$ cat config.mk
export PLATFORM = sky130hd
export DESIGN_NAME = ps2_key_tracker
export DESIGN_NICKNAME = d
export VERILOG_FILES = /design/src/rtl/ps2_key_tracker.sv
export SDC_FILE = /design/constraint.sdc
export NUM_CORES = 1
export LEC_CHECK = 0
export ABC_AREA = 1
export CAP_MARGIN = 5
export CELL_PAD_IN_SITES_DETAIL_PLACEMENT = 1
export CELL_PAD_IN_SITES_GLOBAL_PLACEMENT = 1
export CORE_MARGIN = 3
export CORE_UTILIZATION = 35
export DETAILED_ROUTE_END_ITERATION = 8
export PLACE_DENSITY_LB_ADDON = 0.08
export SETUP_SLACK_MARGIN = 0.02
export SLEW_MARGIN = 20
export SYNTH_ARGS = -nofsm -noshare
export SYNTH_HDL_FRONTEND = slang
export SYNTH_SLANG_ARGS = --single-unit
$ cat constraint.sdc
create_clock -name CLOCK_50 -period 2.1 [get_ports CLOCK_50]
set_input_delay 0.315 -clock CLOCK_50 [delete_from_list [all_inputs] [get_ports CLOCK_50]]
set_output_delay 0.315 -clock CLOCK_50 [all_outputs]
set_load 0.01 [all_outputs]
$ cat src/rtl/ps2_key_tracker.sv
// ps2_key_tracker
// Turns the PS/2 set-2 byte stream into a held-key vector for the 29
// piano-mapped keys. It also emits one-cycle press/release events for the
// recorder/playback FSM.
// Optional build macro: KEY_TRACKER_REPEAT_FILTER_EN
//   defined   -> a press of a key that is already held produces no event,
//                and a release of a key that is already clear produces no event
//   undefined -> every mapped make/break produces an event
// key_state behaves the same way in both builds.
module ps2_key_tracker #(
  parameter int unsigned TIMEOUT_CYCLES = 50000
) (
  input  logic        CLOCK_50,
  input  logic        resetn,
  input  logic [7:0]  ps2_byte,
  input  logic        ps2_byte_valid,
  output logic [28:0] key_state,
  output logic        key_event_valid,
  output logic [4:0]  key_event_index,
  output logic        key_event_pressed,
  output logic        seq_error
);

  // Sequence decoder states
  localparam logic [1:0] ST_IDLE      = 2'd0;
  localparam logic [1:0] ST_BREAK     = 2'd1;
  localparam logic [1:0] ST_EXT       = 2'd2;
  localparam logic [1:0] ST_EXT_BREAK = 2'd3;

  localparam logic [7:0] CODE_BREAK     = 8'hF0;
  localparam logic [7:0] CODE_EXTENDED  = 8'hE0;
  localparam logic [7:0] CODE_SELF_TEST = 8'hAA;
  localparam logic [7:0] CODE_ERR_LOW   = 8'h00;
  localparam logic [7:0] CODE_ERR_HIGH  = 8'hFF;

  // The counter value during the last idle cycle that is still allowed
  // before the pending prefix is abandoned.
  localparam logic [15:0] TIMEOUT_LAST = 16'(TIMEOUT_CYCLES - 32'd1);

`ifdef KEY_TRACKER_REPEAT_FILTER_EN
  localparam logic REPEAT_FILTER = 1'b1;
`else
  localparam logic REPEAT_FILTER = 1'b0;
`endif

  // Map a set-2 make code to {hit, index}. Unmapped codes return hit = 0.
  function automatic logic [5:0] key_lookup(input logic [7:0] code);
    logic [5:0] res;
    case (code)
      8'h45:   res = {1'b1, 5'd0};
      8'h16:   res = {1'b1, 5'd1};
      8'h1E:   res = {1'b1, 5'd2};
      8'h26:   res = {1'b1, 5'd3};
      8'h25:   res = {1'b1, 5'd4};
      8'h2E:   res = {1'b1, 5'd5};
      8'h36:   res = {1'b1, 5'd6};
      8'h3D:   res = {1'b1, 5'd7};
      8'h3E:   res = {1'b1, 5'd8};
      8'h46:   res = {1'b1, 5'd9};
      8'h0E:   res = {1'b1, 5'd10};
      8'h4E:   res = {1'b1, 5'd11};
      8'h55:   res = {1'b1, 5'd12};
      8'h66:   res = {1'b1, 5'd13};
      8'h0D:   res = {1'b1, 5'd14};
      8'h15:   res = {1'b1, 5'd15};
      8'h1D:   res = {1'b1, 5'd16};
      8'h24:   res = {1'b1, 5'd17};
      8'h2D:   res = {1'b1, 5'd18};
      8'h2C:   res = {1'b1, 5'd19};
      8'h35:   res = {1'b1, 5'd20};
      8'h3C:   res = {1'b1, 5'd21};
      8'h43:   res = {1'b1, 5'd22};
      8'h44:   res = {1'b1, 5'd23};
      8'h4D:   res = {1'b1, 5'd24};
      8'h54:   res = {1'b1, 5'd25};
      8'h5B:   res = {1'b1, 5'd26};
      8'h5D:   res = {1'b1, 5'd27};
      8'h29:   res = {1'b1, 5'd28};
      default: res = {1'b0, 5'd0};
    endcase
    return res;
  endfunction

  logic [1:0]  state_q, state_d;
  logic [15:0] cnt_q, cnt_d;
  logic [28:0] key_state_q, key_state_d;
  logic        ev_valid_q, ev_valid_d;
  logic [4:0]  ev_index_q, ev_index_d;
  logic        ev_pressed_q, ev_pressed_d;
  logic        seq_error_q, seq_error_d;

  logic [5:0]  lookup_s;
  logic        key_hit_s;
  logic [4:0]  key_idx_s;
  logic        key_held_s;

  assign lookup_s   = key_lookup(ps2_byte);
  assign key_hit_s  = lookup_s[5];
  assign key_idx_s  = lookup_s[4:0];
  assign key_held_s = key_state_q[key_idx_s];

  // Next-state, key vector, event and timeout decision for one cycle
  always_comb begin
    state_d      = state_q;
    cnt_d        = cnt_q;
    key_state_d  = key_state_q;
    ev_valid_d   = 1'b0;
    ev_index_d   = ev_index_q;
    ev_pressed_d = ev_pressed_q;
    seq_error_d  = 1'b0;

    if (ps2_byte_valid) begin
      // Any byte restarts the prefix timer; a strobe that arrives in the
      // same cycle as the timeout takes priority over the timeout.
      cnt_d = 16'd0;
      if (ps2_byte == CODE_SELF_TEST) begin
        key_state_d = 29'd0;
        state_d     = ST_IDLE;
      end else if ((ps2_byte == CODE_ERR_LOW) || (ps2_byte == CODE_ERR_HIGH)) begin
        key_state_d = 29'd0;
        state_d     = ST_IDLE;
        seq_error_d = 1'b1;
      end else begin
        case (state_q)
          ST_IDLE: begin
            if (ps2_byte == CODE_BREAK) begin
              state_d = ST_BREAK;
            end else if (ps2_byte == CODE_EXTENDED) begin
              state_d = ST_EXT;
            end else if (key_hit_s) begin
              key_state_d[key_idx_s] = 1'b1;
              if (REPEAT_FILTER && key_held_s) begin
                ev_valid_d = 1'b0;
              end else begin
                ev_valid_d   = 1'b1;
                ev_index_d   = key_idx_s;
                ev_pressed_d = 1'b1;
              end
            end else begin
              state_d = ST_IDLE;
            end
          end
          ST_BREAK: begin
            state_d = ST_IDLE;
            if (key_hit_s) begin
              key_state_d[key_idx_s] = 1'b0;
              if (REPEAT_FILTER && !key_held_s) begin
                ev_valid_d = 1'b0;
              end else begin
                ev_valid_d   = 1'b1;
                ev_index_d   = key_idx_s;
                ev_pressed_d = 1'b0;
              end
            end else begin
              ev_valid_d = 1'b0;
            end
          end
          ST_EXT: begin
            // Extended keys are tracked only far enough to swallow them.
            if (ps2_byte == CODE_BREAK) begin
              state_d = ST_EXT_BREAK;
            end else begin
              state_d = ST_IDLE;
            end
          end
          ST_EXT_BREAK: begin
            state_d = ST_IDLE;
          end
          default: begin
            state_d = ST_IDLE;
          end
        endcase
      end
    end else if (state_q != ST_IDLE) begin
      if (cnt_q == TIMEOUT_LAST) begin
        // The prefix was never completed. Abandon it and keep the held keys.
        state_d     = ST_IDLE;
        cnt_d       = 16'd0;
        seq_error_d = 1'b1;
      end else begin
        cnt_d = cnt_q + 16'd1;
      end
    end else begin
      cnt_d = 16'd0;
    end
  end

  // State and output registers with synchronous active-low reset
  always_ff @(posedge CLOCK_50) begin
    if (!resetn) begin
      state_q      <= ST_IDLE;
      cnt_q        <= 16'd0;
      key_state_q  <= 29'd0;
      ev_valid_q   <= 1'b0;
      ev_index_q   <= 5'd0;
      ev_pressed_q <= 1'b0;
      seq_error_q  <= 1'b0;
    end else begin
      state_q      <= state_d;
      cnt_q        <= cnt_d;
      key_state_q  <= key_state_d;
      ev_valid_q   <= ev_valid_d;
      ev_index_q   <= ev_index_d;
      ev_pressed_q <= ev_pressed_d;
      seq_error_q  <= seq_error_d;
    end
  end

  assign key_state         = key_state_q;
  assign key_event_valid   = ev_valid_q;
  assign key_event_index   = ev_index_q;
  assign key_event_pressed = ev_pressed_q;
  assign seq_error         = seq_error_q;

endmodule

Yosys cells after proc, flatten, opt, wreduce, memory -nomap -nowiden

Memories as Yosys holds them, arrays and structs flattened.
Index checks and enable logic that the tools add are counted.

Register bits after elaboration: 55
Memory bits (read-only): 768
Input bits: 11
Output and inout bits: 37
Word-level logic and storage cells: 90
Memories: 1

Memories:

| name             | words | width | rd ports | clocked after Yosys merged registers in | write ports | RTL line | source |
|---|---|---|---|---|---|---|---|
| (name not given) | 128   | 6     | 1        | 0                                       | 0           | 49       | `case (code)` |

Add/sub/neg operators: 1
Magnitude comparators: 2
Equality and inequality tests: 17
Muxes and demuxes: 38
Bitwise operators: 8
Reductions and logical operators: 16

Operators with widths:

| cell                    | count |
|---|---|
| $mux W29                | 6 |
| $pmux W29 S2            | 1 |
| $eq A8 B8 Y1 const B    | 4 |
| $and A29 B29 Y29        | 1 |
| $not A29 Y29            | 1 |
| $or A29 B29 Y29         | 1 |
| $mux W2                 | 9 |
| $add A16 B1 Y16 const B | 1 |
| $eq A16 B16 Y1 const B  | 1 |
| $ne A4 B4 Y1 const B    | 4 |
| $mux W5                 | 3 |
| $mux W1                 | 13 |
| $reduce_and A6 Y1       | 2 |
| $pmux W5 S2             | 1 |
| $logic_not A8 Y1        | 1 |
| $ne A2 B2 Y1 const B    | 4 |
| $reduce_and A8 Y1       | 1 |
| $reduce_bool A2 Y1      | 4 |
| $reduce_or A4 Y1        | 2 |
| $ne A7 B7 Y1 const B    | 1 |
| $lt A5 B6 Y1 const B    | 1 |
| $mux W6                 | 1 |
| $pmux W2 S3             | 1 |
| $demux W1 S5            | 1 |
| other kinds (11)        | 17 |

Logic depth before layout (Yosys ltp)

An unclocked memory read counts as a cell.

Depth in word-level cells: 13
Mapped depth: 18
Mapped depth without buffers: 16

Worst setup path after synthesis

Ideal clock, no wire load.

Path kind: in2reg
Start: input port ps2_byte[0]
End: register key_state_q[6] (netlist: key_state[6])
Library setup time: 132 ps
Data arrival time: 1882 ps
Slack: 86 ps
Stages: 14
Cell sequence: inv_1 ha_1 nand2_1 nor2_1 nand2_1 nand2_1 inv_2 nor2_1 nand2_1 a21oi_4 buf_6 nand4_1 nand3_1 a21oi_1

Word-level cells in the longest chain between the ends: 13

RTL lines:

| element                                                            | RTL line | source |
|---|---|---|
| start: declaration                                                 | 15       | `input logic [7:0] ps2_byte,` |
| $mem_v2 Z128 W6                                                    | --       |  |
| $mux W6                                                            | 49       |  |
| $lt A5 B6 Y1 (not written as such) or $ge A5 B1 Y1 (tied branches) | 131, 146 |  |
| $logic_and A1 B1 Y1 (not written as such)                          | 131, 146 |  |
| $mux W1 (not written as such)                                      | 131, 146 |  |
| $demux W1 S5                                                       | 131, 146 |  |
| $or A29 B29 Y29 (no source line)                                   | --       |  |
| $mux W29                                                           | 130      | `end else if (key_hit_s) begin` |
| $mux W29                                                           | 128      | `end else if (ps2_byte == CODE_EXTENDED) begin` |
| $mux W29                                                           | 126      | `if (ps2_byte == CODE_BREAK) begin` |
| $pmux W29 S2                                                       | 124      | `case (state_q)` |
| $mux W29                                                           | 119      | `end else if ((ps2_byte == CODE_ERR_LOW) \|\| (ps2_byte == CODE_ERR_HIGH)) begin` |
| $mux W29                                                           | 116      | `if (ps2_byte == CODE_SELF_TEST) begin` |
| end signal: assignment                                             | 201      | `key_state_q <= key_state_d;` |
| end: declaration                                                   | 86       | `logic [28:0] key_state_q, key_state_d;` |

Several ways; a longest one is shown, not always the timed one. The select of a mux whose other input is x is not followed.
A chain may end at the register's enable or synchronous reset.

Worst setup path in the final report

Start: input port ps2_byte[0]
End: register key_state_q[11] (netlist: key_state[11])

Same word-level chain as after synthesis.

==> summary.txt <==
Run status
  – Outcome: complete, no violations

Setup path
  – CP endpoint kind: flop
  – Critical path startpoint category: input port
  – CP max stage cell: o21ai_4
  – CP cell instances: clkbuf_4, inv_4, ha_1, buf_4, nand3_4, nand2_2, nand3_2, o21ai_4, nand3_4, nor2_4, nand2_1, nand2_1, nand3_2, a21oi_2
  – Slowest stage delay, CP: 330 ps
  – Max FO, Critical Path: 8
  – WP data required: 2360 ps
  – Crit Path Category: input port to flop
  – Delay-heaviest family, CP: simple AND/OR/NAND/NOR gates
  – WP data arrival: 2200 ps
  – CP Buf/Inv Count: 3

Timing
  – Period utilisation layout: 92.4%
  – Final setup viols: 0
  – Max_slew headroom: 65.2%
  – Worst hold slack: 462 ps
  – Fin. Hold Viols: 0
  – Clock Skew: 5.74 ps
  – Max-slew violations: 0
  – Worst slew pin tran: 520 ps
  – Minimum clock period: 1940 ps
  – Fmax achieved: 0.515 GHz

Clocking
  – CTS root buf: clkbuf_8
  – CTS Sinks: 55
  – CTS buffer count: 5
  – Clk buf depth: 2
  – Htree depth: 2
  – Clock-pin slew on the worst setup and hold paths: 100 ps
  – Hold Buf Count CTS: 0
  – Clock insertion delay at the later pin of the skew report: 310 ps
  – TritonCTS clock tree: built

Global route
  – GRT overflow: 0
  – Pin count of the biggest net entering global routing: 34
  – Antenna violations before repair: 0
  – First-pass GRT wire length: 20300 um
  – Vias in the first global route: 4251
  – GRT Resource Usage Total: 21.3%

Logic synthesis
  – Number of flops mapped to enable cells by yosys: 0
  – Synth unique cells: 37
  – FFs w/ async S/R, synth: 0%
  – Register area share after synthesis: 30.0%
  – Warnings from Yosys: 0
  – Mapped Nets: 583
  – Syn avg cell area: 6.48 um2
  – Top FF cell, synth: dfxtp_1
  – Cell Area, Synth: 3670 um2
  – Flops & latches, synth: 55
  – Mapped Cells: 566

Layout
  – Final nets: 691
  – FF+latch area: 1100 um2
  – Layout area overhead: 40.8%
  – Fillcell total: 1304
  – Number of diodes: 0
  – Post-route cell area: 5160 um2
  – Final Core Density: 51.6%
  – Layout cells sized above 1: 22.8%
  – Multi-input logic area: 2320 um2

Power and ir drop
  – Power, Total: 2.39 mW
  – Pwr dens: 463 nW/um2
  – Leak pwr: 2.09 nW
  – Max VDD drop: 0.290 mV

Floorplanning
  – Initial Utilization: 36.7%
  – Die area: 11700 um2
  – I/O pins: 48
  – Site Rows: 36
  – Die height: 108 um
  – Die X: 108 um
  – Core Region: 10000 um2

Drt
  – DRC violations left: 0
  – Routed len/inst: 15.4 um
  – TritonRoute pass-1 iters: 4
  – ANT nets after route: 0
  – Via count: 4220
  – Via density: 5.22
  – Routed WL: 12400 um
  – DRT iter0 DRCs: 118

Run
  – Maxcap violations: 0

Placed design
  – RePlAce Congestion: 0.831
  – Port-buffer cells: 47
  – HPWL after detailed placement: 8940 um
  – Placed cell area: 4800 um2

Min path
  – Worst hold-check path type: flop to flop
[Yosys cell counts, drive strengths merged (3+ instances only)]
library cell  instances  share of area [%]
ha                    6                2.0
dfxtp                55                 30
o21ai                13                2.1
nor3                 17                2.3
o21bai                5                1.0
nor4                  3               0.51
clkbuf                8               0.82
clkinv                3               0.34
nand2               152                 16
a21oi                53                8.3
nand3                88                 14
nor2                 42                5.3
nor3b                 3               0.61
buf                  18                3.4
inv                  61                6.2
nand4                26                4.4
o211ai                5                1.0
[layer usage]
layer | GRT usage (%) | up-vias | routed length [um]
met1 | 26.8 | 2037 | 5590
met5 | 0 | - | 0
met2 | 39.1 | 66 | 6350
met4 | 4.24 | 0 | 131
met3 | 2.39 | 12 | 345
li1 | - | 2105 | -
[power breakdown]
part / total, mW / switching, mW / internal, mW
logic: 0.593 / 0.339 / 0.255
clock network: 0.735 / 0.374 / 0.361
registers: 1.06 / 0.00726 / 1.05
[kinds of logic after synthesis]
| kind of cell | share of synthesized area, % |
|---|---|
| compound gates | 13.7 |
| fa+ha+maj | 2.05 |
| buf+inv | 10.8 |
| flops | 30.0 |
| simple gates | 43.4 |
[path summary, 6_finish.rpt]
path	endpoint	from	depth (start not counted)	slack, ps
worst max register to register	cnt_q[14]	cnt_q[0]	11	320
worst max-delay path	key_state[11]	ps2_byte[0]	14	160
worst min-delay path	cnt_q[0]	cnt_q[0]	1	460
worst min register to register	cnt_q[0]	cnt_q[0]	1	460
[layout make-up]
| type | count | area share (%) |
|---|---|---|
| multi-input combinational | 421 | 44.9 |
| tap | 133 | 3.22 |
| sequential | 55 | 21.3 |
| clock buffer | 6 | 1.41 |
| timing repair buffer | 127 | 23.7 |
| clock inverter | 2 | 0.751 |
| inverter | 64 | 4.72 |
[registers in the layout, summed over array words and instances (netlist names)]
signal / cells
key_state: 29
seq_error: 1
state_q: 2
cnt_q: 16
key_event_pressed: 1
key_event_valid: 1
key_event_index: 5
[what timing repair did]
| item | CTS | global route |
|---|---|---|
| setup endpoints to repair | 37 | 38 |
| pin swaps | 7 | 12 |
| gates resized for setup | 24 | 36 |
| gates cloned | 1 | 3 |
| setup buffers | 3 | 1 |
[worst reg2reg max path: stages, from the launching register on]
cell,delay [ps]
dfxtp_1,370
ha_1,190
nand2_1,80
nor2_2,140
inv_1,80
nor3_2,160
nand3_1,140
nor2_2,130
nand2_1,100
nor3_2,110
nor2_1,50
nor3_1,140
[placed cells by master, fill, tap and decap left out, types with 2 or more instances in the layout]
| cell | netlist | layout |
|---|---|---|
| ha_1 | 6 | 3 |
| clkinv_1 | 2 | 2 |
| nand4_1 | 26 | 26 |
| buf_4 | 4 | 67 |
| o21bai_1 | 5 | 5 |
| a21oi_1 | 49 | 48 |
| o21ai_0 | 11 | 9 |
| nand2_1 | 145 | 139 |
| inv_2 | 6 | 7 |
| dfxtp_1 | 55 | 55 |
| a31oi_1 | 2 | 2 |
| nor2_2 | 3 | 10 |
| nand3_4 | 3 | 4 |
| nor3_2 | 0 | 2 |
| nand3_1 | 79 | 75 |
| nand2_2 | 7 | 9 |
| a21oi_4 | 3 | 4 |
| o21ai_1 | 1 | 3 |
| nand2_4 | 0 | 4 |
| nor3_1 | 17 | 15 |
| ha_4 | 0 | 3 |
| nand3_2 | 6 | 9 |
| clkbuf_8 | 0 | 5 |
| nor2_4 | 4 | 5 |
| clkbuf_2 | 0 | 5 |
| buf_12 | 0 | 9 |
| inv_1 | 55 | 53 |
| o211ai_1 | 5 | 5 |
| clkdlybuf4s50_1 | 0 | 39 |
| nor2_1 | 35 | 27 |
| nor3b_1 | 3 | 3 |
| dlymetal6s2s_1 | 0 | 2 |
| nor4_1 | 3 | 3 |
| clkbuf_16 | 0 | 2 |
[stage by stage]
step	setup WS [ps]	std cells	TNS, ps
after CTS	19.1	804	0
final	159	808	0
after detailed placement	-674	792	-22100
after floorplan	85.6	566	0
after global placement	-592	792	-19450
after global routing	-7.10	808	-7.10
(Power assumes the default switching activity.)
